### src/rtl/dac_spi_tx.sv
// Dual-channel SPI (mode 0) transmitter for a 12-bit dual DAC.
// Each sampling strobe captures both channel words, sends frame A then frame B,
// and finally pulses LDAC low so both DAC outputs update together.
module dac_spi_tx #(
  parameter int CLK_DIV    = 4,
  parameter int CS_GAP     = 2,
  parameter int LDAC_WIDTH = 2
) (
  input  logic        clk,
  input  logic        reset,
  input  logic        clk_sampling,
  input  logic        enableA,
  input  logic        enableB,
  input  logic [11:0] dacA_word,
  input  logic [11:0] dacB_word,
  output logic        spi_sclk,
  output logic        spi_mosi,
  output logic        spi_cs_n,
  output logic        dac_ldac_n,
  output logic        busy,
  output logic        done,
  output logic        overrun
);

  localparam int CNT_W = 16;
  localparam logic [CNT_W-1:0] DIV_LAST  = CNT_W'(CLK_DIV - 1);
  localparam logic [CNT_W-1:0] GAP_LAST  = CNT_W'(CS_GAP - 1);
  localparam logic [CNT_W-1:0] LDAC_LAST = CNT_W'(LDAC_WIDTH - 1);

  typedef enum logic [2:0] {
    IDLE,
    SHIFT,
    CS_HOLD,
    GAP,
    LDAC
  } state_t;

  state_t           state, state_next;
  logic [CNT_W-1:0] cnt, cnt_next;
  logic [3:0]       bit_cnt, bit_cnt_next;
  logic             sclk_hi, sclk_hi_next;
  logic             frame_sel, frame_sel_next;
  logic [15:0]      frame_a, frame_a_next;
  logic [15:0]      frame_b, frame_b_next;
  logic             done_q, done_next;
  logic             overrun_q, overrun_next;
  logic [15:0]      cur_frame;

  // A disabled channel gets the shutdown form of the frame with its data zeroed.
  function automatic logic [15:0] build_frame(input logic ch, input logic en,
                                              input logic [11:0] data);
    return {ch, 1'b1, 1'b1, en, (en ? data : 12'h000)};
  endfunction

  // Next-state logic: one shared counter times every SCLK phase, hold, gap and LDAC interval.
  always_comb begin
    state_next     = state;
    cnt_next       = cnt;
    bit_cnt_next   = bit_cnt;
    sclk_hi_next   = sclk_hi;
    frame_sel_next = frame_sel;
    frame_a_next   = frame_a;
    frame_b_next   = frame_b;
    done_next      = 1'b0;
    overrun_next   = overrun_q;

    case (state)
      IDLE: begin
        if (clk_sampling) begin
          frame_a_next   = build_frame(1'b0, enableA, dacA_word);
          frame_b_next   = build_frame(1'b1, enableB, dacB_word);
          state_next     = SHIFT;
          cnt_next       = '0;
          bit_cnt_next   = 4'd15;
          sclk_hi_next   = 1'b0;
          frame_sel_next = 1'b0;
        end
      end
      SHIFT: begin
        if (cnt == DIV_LAST) begin
          cnt_next = '0;
          if (!sclk_hi) begin
            sclk_hi_next = 1'b1;
          end else begin
            sclk_hi_next = 1'b0;
            if (bit_cnt == 4'd0) begin
              state_next = CS_HOLD;
            end else begin
              bit_cnt_next = bit_cnt - 4'd1;
            end
          end
        end else begin
          cnt_next = cnt + CNT_W'(1);
        end
      end
      CS_HOLD: begin
        if (cnt == DIV_LAST) begin
          cnt_next   = '0;
          state_next = GAP;
        end else begin
          cnt_next = cnt + CNT_W'(1);
        end
      end
      GAP: begin
        if (cnt == GAP_LAST) begin
          cnt_next = '0;
          if (!frame_sel) begin
            frame_sel_next = 1'b1;
            bit_cnt_next   = 4'd15;
            sclk_hi_next   = 1'b0;
            state_next     = SHIFT;
          end else begin
            state_next = LDAC;
          end
        end else begin
          cnt_next = cnt + CNT_W'(1);
        end
      end
      LDAC: begin
        if (cnt == LDAC_LAST) begin
          cnt_next   = '0;
          state_next = IDLE;
          done_next  = 1'b1;
        end else begin
          cnt_next = cnt + CNT_W'(1);
        end
      end
      default: state_next = IDLE;
    endcase

    if (clk_sampling && (state != IDLE)) begin
      overrun_next = 1'b1;
    end
  end

  // State register; synchronous reset abandons any partial transfer.
  always_ff @(posedge clk) begin
    if (reset) begin
      state     <= IDLE;
      cnt       <= '0;
      bit_cnt   <= 4'd15;
      sclk_hi   <= 1'b0;
      frame_sel <= 1'b0;
      frame_a   <= '0;
      frame_b   <= '0;
      done_q    <= 1'b0;
      overrun_q <= 1'b0;
    end else begin
      state     <= state_next;
      cnt       <= cnt_next;
      bit_cnt   <= bit_cnt_next;
      sclk_hi   <= sclk_hi_next;
      frame_sel <= frame_sel_next;
      frame_a   <= frame_a_next;
      frame_b   <= frame_b_next;
      done_q    <= done_next;
      overrun_q <= overrun_next;
    end
  end

  // Outputs decode straight from registers; mosi only moves when bit_cnt does (on SCLK fall).
  always_comb begin
    cur_frame  = frame_sel ? frame_b : frame_a;
    spi_sclk   = (state == SHIFT) && sclk_hi;
    spi_cs_n   = !((state == SHIFT) || (state == CS_HOLD));
    spi_mosi   = ((state == SHIFT) || (state == CS_HOLD)) ? cur_frame[bit_cnt] : 1'b0;
    dac_ldac_n = (state != LDAC);
    busy       = (state != IDLE);
    done       = done_q;
    overrun    = overrun_q;
  end

endmodule

### config.mk
export PLATFORM = sky130hd
export DESIGN_NAME = dac_spi_tx
export DESIGN_NICKNAME = d
export VERILOG_FILES = /design/src/rtl/dac_spi_tx.sv
export SDC_FILE = /design/constraint.sdc
export NUM_CORES = 1
export LEC_CHECK = 0
export ABC_AREA = 1
export CAP_MARGIN = 10
export CORE_ASPECT_RATIO = 0.9
export CORE_MARGIN = 5
export CORE_UTILIZATION = 59
export DETAILED_ROUTE_END_ITERATION = 12
export GPL_TIMING_DRIVEN = 1
export PLACE_DENSITY = 0.87
export SETUP_SLACK_MARGIN = 0.4
export SLEW_MARGIN = 20
export SYNTH_ARGS = -nofsm -noshare
export SYNTH_HDL_FRONTEND = slang
export SYNTH_SLANG_ARGS = --single-unit
### constraint.sdc
create_clock -name clk -period 3.95 [get_ports clk]
set_clock_uncertainty 0.2 [all_clocks]
set_input_delay 0.79 -clock clk [delete_from_list [all_inputs] [get_ports clk]]
set_output_delay 0.79 -clock clk [all_outputs]
set_load 0.03 [all_outputs]
Word-level counts from Yosys, hierarchy flattened. Index checks and enable logic that the tools add are counted.

Flip-flop bits (word level): 55. Latch bits: 0. Bits in writable memories: 0. Memory bits (read-only): 0. Bits of input ports: 29. Output and inout port bits: 7. Logic and storage cells: 83. Memories: 0.

Add/sub/neg operators: 2. $mul: 0. Div/mod/pow operators: 0. Order comparisons: 1. Eq/ne operators: 16. Shift-type cells: 0. Multiplexer cells: 35. Bitwise logic cells: 1. Reductions and logical operators: 19.

Operators with widths (number): $mux 16 (4); $pmux 16 s3 (1); $mux 12 (2); $mux 3 (8); $mux 4 (6); $ne 2x2->1 const B (9); $add 16x1->16 const B (1); $eq 16x1->1 const B (1); $eq 16x2->1 const B (1); $pmux 3 s5 (1); $reduce_and 7->1 (2); $pmux 4 s3 (1); $mux 1 (9); $reduce_bool 3->1 (3); $eq 3x2->1 const B (2); $reduce_or 2->1 (3); $lt 4x5->1 const B (1); $reduce_and 5->1 (1); $bmux 1 s4 (1); $logic_not 4->1 (1); $reduce_and 2->1 (2); $sub 4x1->4 const B (1); $eq 3x1->1 const B (1); $eq 3x3->1 const B (1); other kinds (10) (11).

Logic depth before layout (Yosys ltp). Gate-level depths: netlist of the first run.

Word-level depth: 5. Mapped depth: 13.

Worst setup path after synthesis of the first run. OpenSTA, ideal clock, no wires.

Path kind: reg2out. Start: register frame_sel. End: output port spi_mosi. Arrival time: 1.436 ns. Slack: 1.524 ns. Stages on the path, launching flop included: 10. Path buffers: 1. Path through: dfxtp_1 clkbuf_1 a21oi_1 o21ai_0 nand3_1 nand2_1 nand2_1 nand2_1 nand2_1 nor2_1.

Longest elaborated chain between the ends: 4.

RTL lines: start: declaration (RTL line 42) `logic frame_sel, frame_sel_next;`; start signal: assignment (RTL line 153) `frame_sel <= frame_sel_next;`; $mux 16 (RTL line 163) `cur_frame = frame_sel ? frame_b : frame_a;`; $bmux 1 s4 (RTL line 166) `spi_mosi = ((state == SHIFT) || (state == CS_HOLD)) ? cur_frame[bit_cnt] : 1'b0;`; $mux 1 (implied by the code) (RTL line 166); $mux 1 (RTL line 166); end: declaration (RTL line 17) `output logic spi_mosi,`.

No other way between the ends. The select of a mux whose other input is x is not followed.

Worst setup path in the final report of the first run. Ends and elaborated chain as after synthesis.

==> impl_metrics.yaml, run 1 <==
die:
  die_h_um: 76.11
  die_area_sq_um: 6352
  start_util: 0.6001
  rows: 24
  die_w_um: 83.46
  io_pins: 36
  core-area_sq_um: 4775
routing:
  dr.first_iter.drc_count: 211
  wl_mm: 6.732
  vias_per_cell: 5.270
  wl_per_cell_um: 12.54
  drc: 0
  drt_pass1_iterations: 8
  via_count: 2830
  antenna_left: 0
placement:
  place_congestion: 0.8882
  hpwl_mm: 4.966
  port_buffers: 35
timing:
  slew_viol_final: 0
  setup_viol: 0
  fin_crit_sh: 0.7435
  rsz0062_at_grt: "no"
  max-slew-margin-rel: 0.6557
  worst_pin_slew_ns: 0.5150
  min_period_ns: 2.937
  hold_viol_final: 0
  clock.fmax_ghz: 0.3405
  setup_tns_ns: 0
worst_setup_path:
  crit_family: "buffers and inverters"
  crit_type: "flip-flop to primary output"
  slowest_delay_ns: 0.47
  rrSetupSlack_ns: 1.87
  cp_cell_sequence: "clkinvlp_4 > o21ai_0 > nand3_1 > nand2_1 > nand2_1 > nand2_1 > nand2_1 > nor2_1 > dlymetal6s2s_1"
  start_kind: "flip-flop"
  cp.arrival_ns: 1.95
  crit_fanout: 21
  crit_path_frequent_cell: "nand2_1"
  cp_data_required_time_ns: 2.96
  cp-end-kind: "primary output"
  critPathSlowestCell: "dfxtp_4"
  worst-path-buf-inv: 2
synthesis:
  yosys_warnings: 0
  syn-cell-area_sq_um: 2865
  synth_cell_types: 30
  yosys_register_bits: 54
  ys_seq_area_frac: 0.3773
  synthCells: 439
  synth_nets: 471
  syn_area_per_cell_sq_um: 6.527
clock_tree:
  cts_sinks: 54
  insertion_delay_ns: 0.31
  cts_buffers: 5
  postCtsSetupBuffers: 0
  clk_pin_slew_ns: 0.10
  htreeDepth: 2
  cts_max_path_buffers: 2
  root_buffer: "clkbuf_8"
  ctsHoldBuffers: 0
  cts_tree: "yes"
power_and_ir_drop:
  ir_worst_vdd_mv: 0.5280
  p_total_uw: 1988
  p_leak_uw: 0.001538
  power.density_nw_per_um2: 592.2
grt:
  grt_pass1_wl_mm: 11.56
  grt_pass1_vias: 2498
  antenna_found_initial: 0
  grt.overflow.total: 0
  grt_max_degree: 25
  grt_use_total: 0.2152
run_status:
  status: "completed"
layout:
  layout-drive-gt1-share: 0.05932
  synthToLayoutAreaGrowth_pct: 17.16
  nets: 503
  antenna_cells: 0
run:
  maxCapViolations: 0
worst_hold_path:
  hp-class: "flip-flop to flip-flop"
## logic make-up (layout without fill, tap and decap cells)
group / Yosys count / in the layout / synth area share
fa+ha+maj: 3 / 3 / 0.01310
compound gates: 82 / 82 / 0.1524
buf+inv: 93 / 126 / 0.1293
xor+xnor: 9 / 9 / 0.02751
simple gates: 198 / 198 / 0.3004
flops: 54 / 54 / 0.3773
## final timing paths
check / from / to / depth (start not counted)
worst max-delay path: frame_sel / spi_mosi / 9
worst min-delay path: frame_b[12] / frame_b[12] / 2
worst max register to register: bit_cnt[0] / bit_cnt[0] / 9
worst min register to register: frame_b[12] / frame_b[12] / 2
## power breakdown
group / switching, uW / internal (uW)
clock network: 190 / 128
registers: 94.0 / 630
logic: 631 / 314
total: 915 / 1070
## state kept, by name, indices dropped and copies added (netlist names)
| name | cells |
|---|---|
| sclk_hi | 1 |
| frame_b | 14 |
| overrun | 1 |
| done | 1 |
| frame_a | 13 |
| state | 3 |
| frame_sel | 1 |
| cnt | 16 |
| bit_cnt | 4 |
## metal layers
layer | part of all wire | global-route usage | vias up
met2 | 0.43 | 0.3221 | 115
met5 | 0 | 0 | -
met1 | 0.48 | 0.3120 | 1256
met4 | 0.013 | 0.06109 | 0
met3 | 0.078 | 0.04541 | 11
li1 | - | - | 1448
## synthesized netlist by cell type (all sizes together)
library cell,number,area share
dfxtp,54,0.38
o22ai,12,0.026
nor3,4,0.0087
o21bai,1,0.0026
o211ai,2,0.0052
xnor2,1,0.0031
o21a,1,0.0026
ha,3,0.013
nor2,52,0.074
clkinv,3,0.0039
or2,1,0.0022
xor2,8,0.024
inv,78,0.10
buf,8,0.017
clkbuf,4,0.0052
nand3,50,0.087
o21ai,39,0.068
a21oi,26,0.045
nand2,91,0.13
a31oi,1,0.0022
## cells in the final DEF, fill, tap and decap left out, types with 8 or more instances in the layout
cell type	instances
o22ai_1	12
o21ai_0	38
nor2_1	49
a21oi_1	26
clkdlybuf4s50_1	34
xor2_1	8
nand3_1	50
dfxtp_1	52
inv_1	75
nand2_1	85
## through the flow
stage | instance area (sq um) | hold WS [ns] | std cells | util | setup WS, ns
6_report | 3357 | 0.2830 | 537 | 0.7031 | 1.013
5_1_grt | 3357 | 0.3052 | 537 | 0.7031 | 0.7565
4_1_cts | 3343 | 0.2839 | 537 | 0.7002 | 0.4775
3_5_place_dp | 3248 | 0.2583 | 529 | 0.6803 | 0.5908
3_3_place_gp | 3248 | 0.2441 | 529 | 0.6803 | 0.6945
2_1_floorplan | 2865 | 0.2354 | 439 | - | 1.524
## final cells by class
cell class / count / area [sq um]
timing repair buffer: 37 / 367.9
clock inverter: 3 / 25.02
tap: 65 / 81.33
multi-input combinational: 292 / 1414
fill: 409 / 1418
sequential: 54 / 1086
inverter: 81 / 314.1
clock buffer: 5 / 68.82
## worst register-to-register path, delay by kind of cell (launching register included)
| family | cells | cell delay [ns] |
|---|---|---|
| adder cells (fa/ha/maj) | 1 | 0.28 |
| flip-flops | 1 | 0.47 |
| AND/OR/NAND/NOR | 7 | 0.85 |
| buffers and inverters | 1 | 0.22 |
## timing repair
action,4_1_cts,5_1_grt
gates resized for setup,1,5
endpoints found under the setup margin,1,1
pin swaps,0,0
Note: power is estimated with default switching activity, not from simulation.
==> run 2, diff against run 1 <==
- CORE_UTILIZATION: 59 -> 50
- PLACE_DENSITY: 0.87 -> 0.79
- clock period: 3.95 -> 2.6 ns (I/O delays scaled with it)
==> run 2 against run 1 <==
Compared with the run above: global-route usage down 3.3 points; clock power up 59%; clock-buffer cell count unchanged; register-to-register slack worse by 1.2 ns; routed wire length up 3.4%; sequential power up 56%; combinational power up 63%; flip-flop and latch count unchanged; critical path type unchanged; critical endpoint unchanged; largest cell class unchanged.
==> impl_metrics.yaml, run 2 (synthesis gave the netlist of run 1 again) <==
run_status:
  status: "completed"
timing:
  hold_viol_final: 0
  setup_viol: 0
  fin_crit_sh: 0.9241
  min_period_ns: 2.403
  slew_viol_final: 0
  setup_tns_ns: 0
  max-slew-margin-rel: 0.6823
  worst_pin_slew_ns: 0.4760
  rsz0062_at_grt: "yes"
  clock.fmax_ghz: 0.4162
layout:
  antenna_cells: 0
  synthToLayoutAreaGrowth_pct: 21.31
  filler_cell_count: 524
  top_regs: "cnt (16), frame_b (14), frame_a (13)"
  nets: 507
  layout-drive-gt1-share: 0.1071
  layout_commonest_cell: "nand2_1"
  top_register: "cnt"
  largest_reg_flops: 16
  fin_util: 0.6176
  final_cell_mix: "nand2_1 (83), inv_1 (74), nand3_1 (48), dfxtp_1 (48), nor2_1 (45)"
placement:
  place_congestion: 0.8847
  hpwl_mm: 5.080
  port_buffers: 35
routing:
  drc: 0
  dr.first_iter.drc_count: 254
  antenna_left: 0
  route.top_layer_used: "met4"
  met3_length_um: 367
  m1WireLength_mm: 3.319
  wl_per_cell_um: 12.75
  vias_per_cell: 5.262
  drt_pass1_iterations: 6
  via_count: 2873
  wl_mm: 6.960
  wl_met2_mm: 3.165
worst_setup_path:
  timing.rr.end: "cnt[8]"
  cp-end-kind: "primary output"
  cp_data_required_time_ns: 1.88
  crit_type: "flip-flop to primary output"
  critPathSlowestCell: "dfxtp_4"
  crit_start: "bit_cnt[0]"
  crit_family: "compound AO/OA/AOI/OAI gates"
  cp_cell_sequence: "buf_4 > a21oi_1 > o21ai_0 > nand3_1 > nand3_2 > a21oi_4 > nor2_4 > buf_6"
  cp.arrival_ns: 1.68
  crit_fanout: 7
  worstRegToRegCells: 12
  start_kind: "flip-flop"
  slowest_delay_ns: 0.40
  worst-path-buf-inv: 2
  worstReg2RegStart: "cnt[0]"
  rrSetupSlack_ns: 0.63
  cp_num_cells: 8
  critical_path.endpoint: "spi_mosi"
die:
  core-area_sq_um: 5628
  start_util: 0.5091
  io_pins: 36
  die_w_um: 89.80
  die_area_sq_um: 7347
  rows: 26
  die_h_um: 81.82
grt:
  grt_use_total: 0.1819
  grt_pass1_vias: 2457
  grt_max_degree: 30
  grt_pass1_wl_mm: 11.23
  grt.overflow.total: 0
  antenna_found_initial: 0
power_and_ir_drop:
  p_leak_uw: 0.001575
  ir_worst_vdd_mv: 0.6243
  power.density_nw_per_um2: 915.2
clock_tree:
  cts_sinks: 54
  clk_pin_slew_ns: 0.11
  cts_buffers: 5
  cts_tree: "yes"
  cts_max_path_buffers: 2
  htreeDepth: 2
  insertion_delay_ns: 0.31
  root_buffer: "clkbuf_8"
worst_hold_path:
  hp-class: "flip-flop to flip-flop"
  hold-path-cell-count: 1
run:
  maxCapViolations: 0
run 2: cell types whose count changed in the layout (fill, tap and decap cells not counted), moves of 4 or more:
cell and delta:
dfxtp_1 -4, clkdlybuf4s50_1 -4, o21ai_1 +7, o21ai_0 -7, nor2_1 -4
run 2: worst reg2reg max path, stage by stage (launching register included):
cell     delay (ns)
dfxtp_1        0.42
ha_1           0.17
nand2_1        0.05
nor2_1         0.15
nand2_1        0.15
nand2_1        0.15
nand2_1        0.20
inv_1          0.12
nand2_1        0.08
nand2_1        0.07
inv_1          0.04
nand2_1        0.04
inv_1          0.03
run 2: routing by layer:
metal | track usage | vias up
li1 | - | 1464
met1 | 0.2604 | 1304
met2 | 0.2844 | 91
met3 | 0.03022 | 14
met4 | 0.04834 | 0
met5 | 0 | -
run 2: cell type report:
class                      instances  area (sq um)  share of cell area
multi-input combinational        292          1474              0.4240
sequential                        54          1099              0.3161
timing repair buffer              41         406.6              0.1170
inverter                          81         311.5             0.08963
tap                               70         87.58             0.02520
clock buffer                       5         68.82             0.01980
clock inverter                     3         28.78            0.008279
run 2: worst min path at each step:
stage | startpoint | to | slack [ns]
6_report | frame_b[13] | frame_b[13] | 0.29
5_1_grt | frame_b[13] | frame_b[13] | 0.32
4_1_cts | frame_b[12] | frame_b[12] | 0.28
3_5_place_dp | frame_b[12] | frame_b[12] | 0.26
3_3_place_gp | overrun | overrun | 0.25
2_1_floorplan | frame_b[13] | frame_b[13] | 0.24
run 2: timing repair:
item | in CTS | in global routing
buffers inserted | 0 | 3
gates resized for setup | 13 | 37
endpoints found under the setup margin | 5 | 3
hold buffers | 0 | 0
pin swaps | 0 | 8
endpoints found under the hold margin | 0 | 0
run 2: power breakdown:
part | internal (uW) | switching [uW]
Clock | 200 | 307
Sequential | 971 | 160
Combinational | 528 | 1020
Total | 1700 | 1480
run 2: stage by stage:
stage               instances  worst slack (ns)  total power [uW]  instance area [sq um]  hold WS, ns
floorplan                 439            0.4438              2160                   2865       0.2354
global placement          535            0.2249              2476                   3259       0.2482
detailed placement        535            0.2664              2506                   3259       0.2624
CTS                       543            0.1686              3008                   3364       0.2774
global route              546            0.1025              3439                   3476       0.3246
finish                    546            0.1973              3181                   3476       0.2873
==> run 3, diff against run 2 <==
- CTS_CLUSTER_DIAMETER: default -> 100
==> results of run 3 <==
No change in the layout: final DEF, timing and power equal those of run 2.
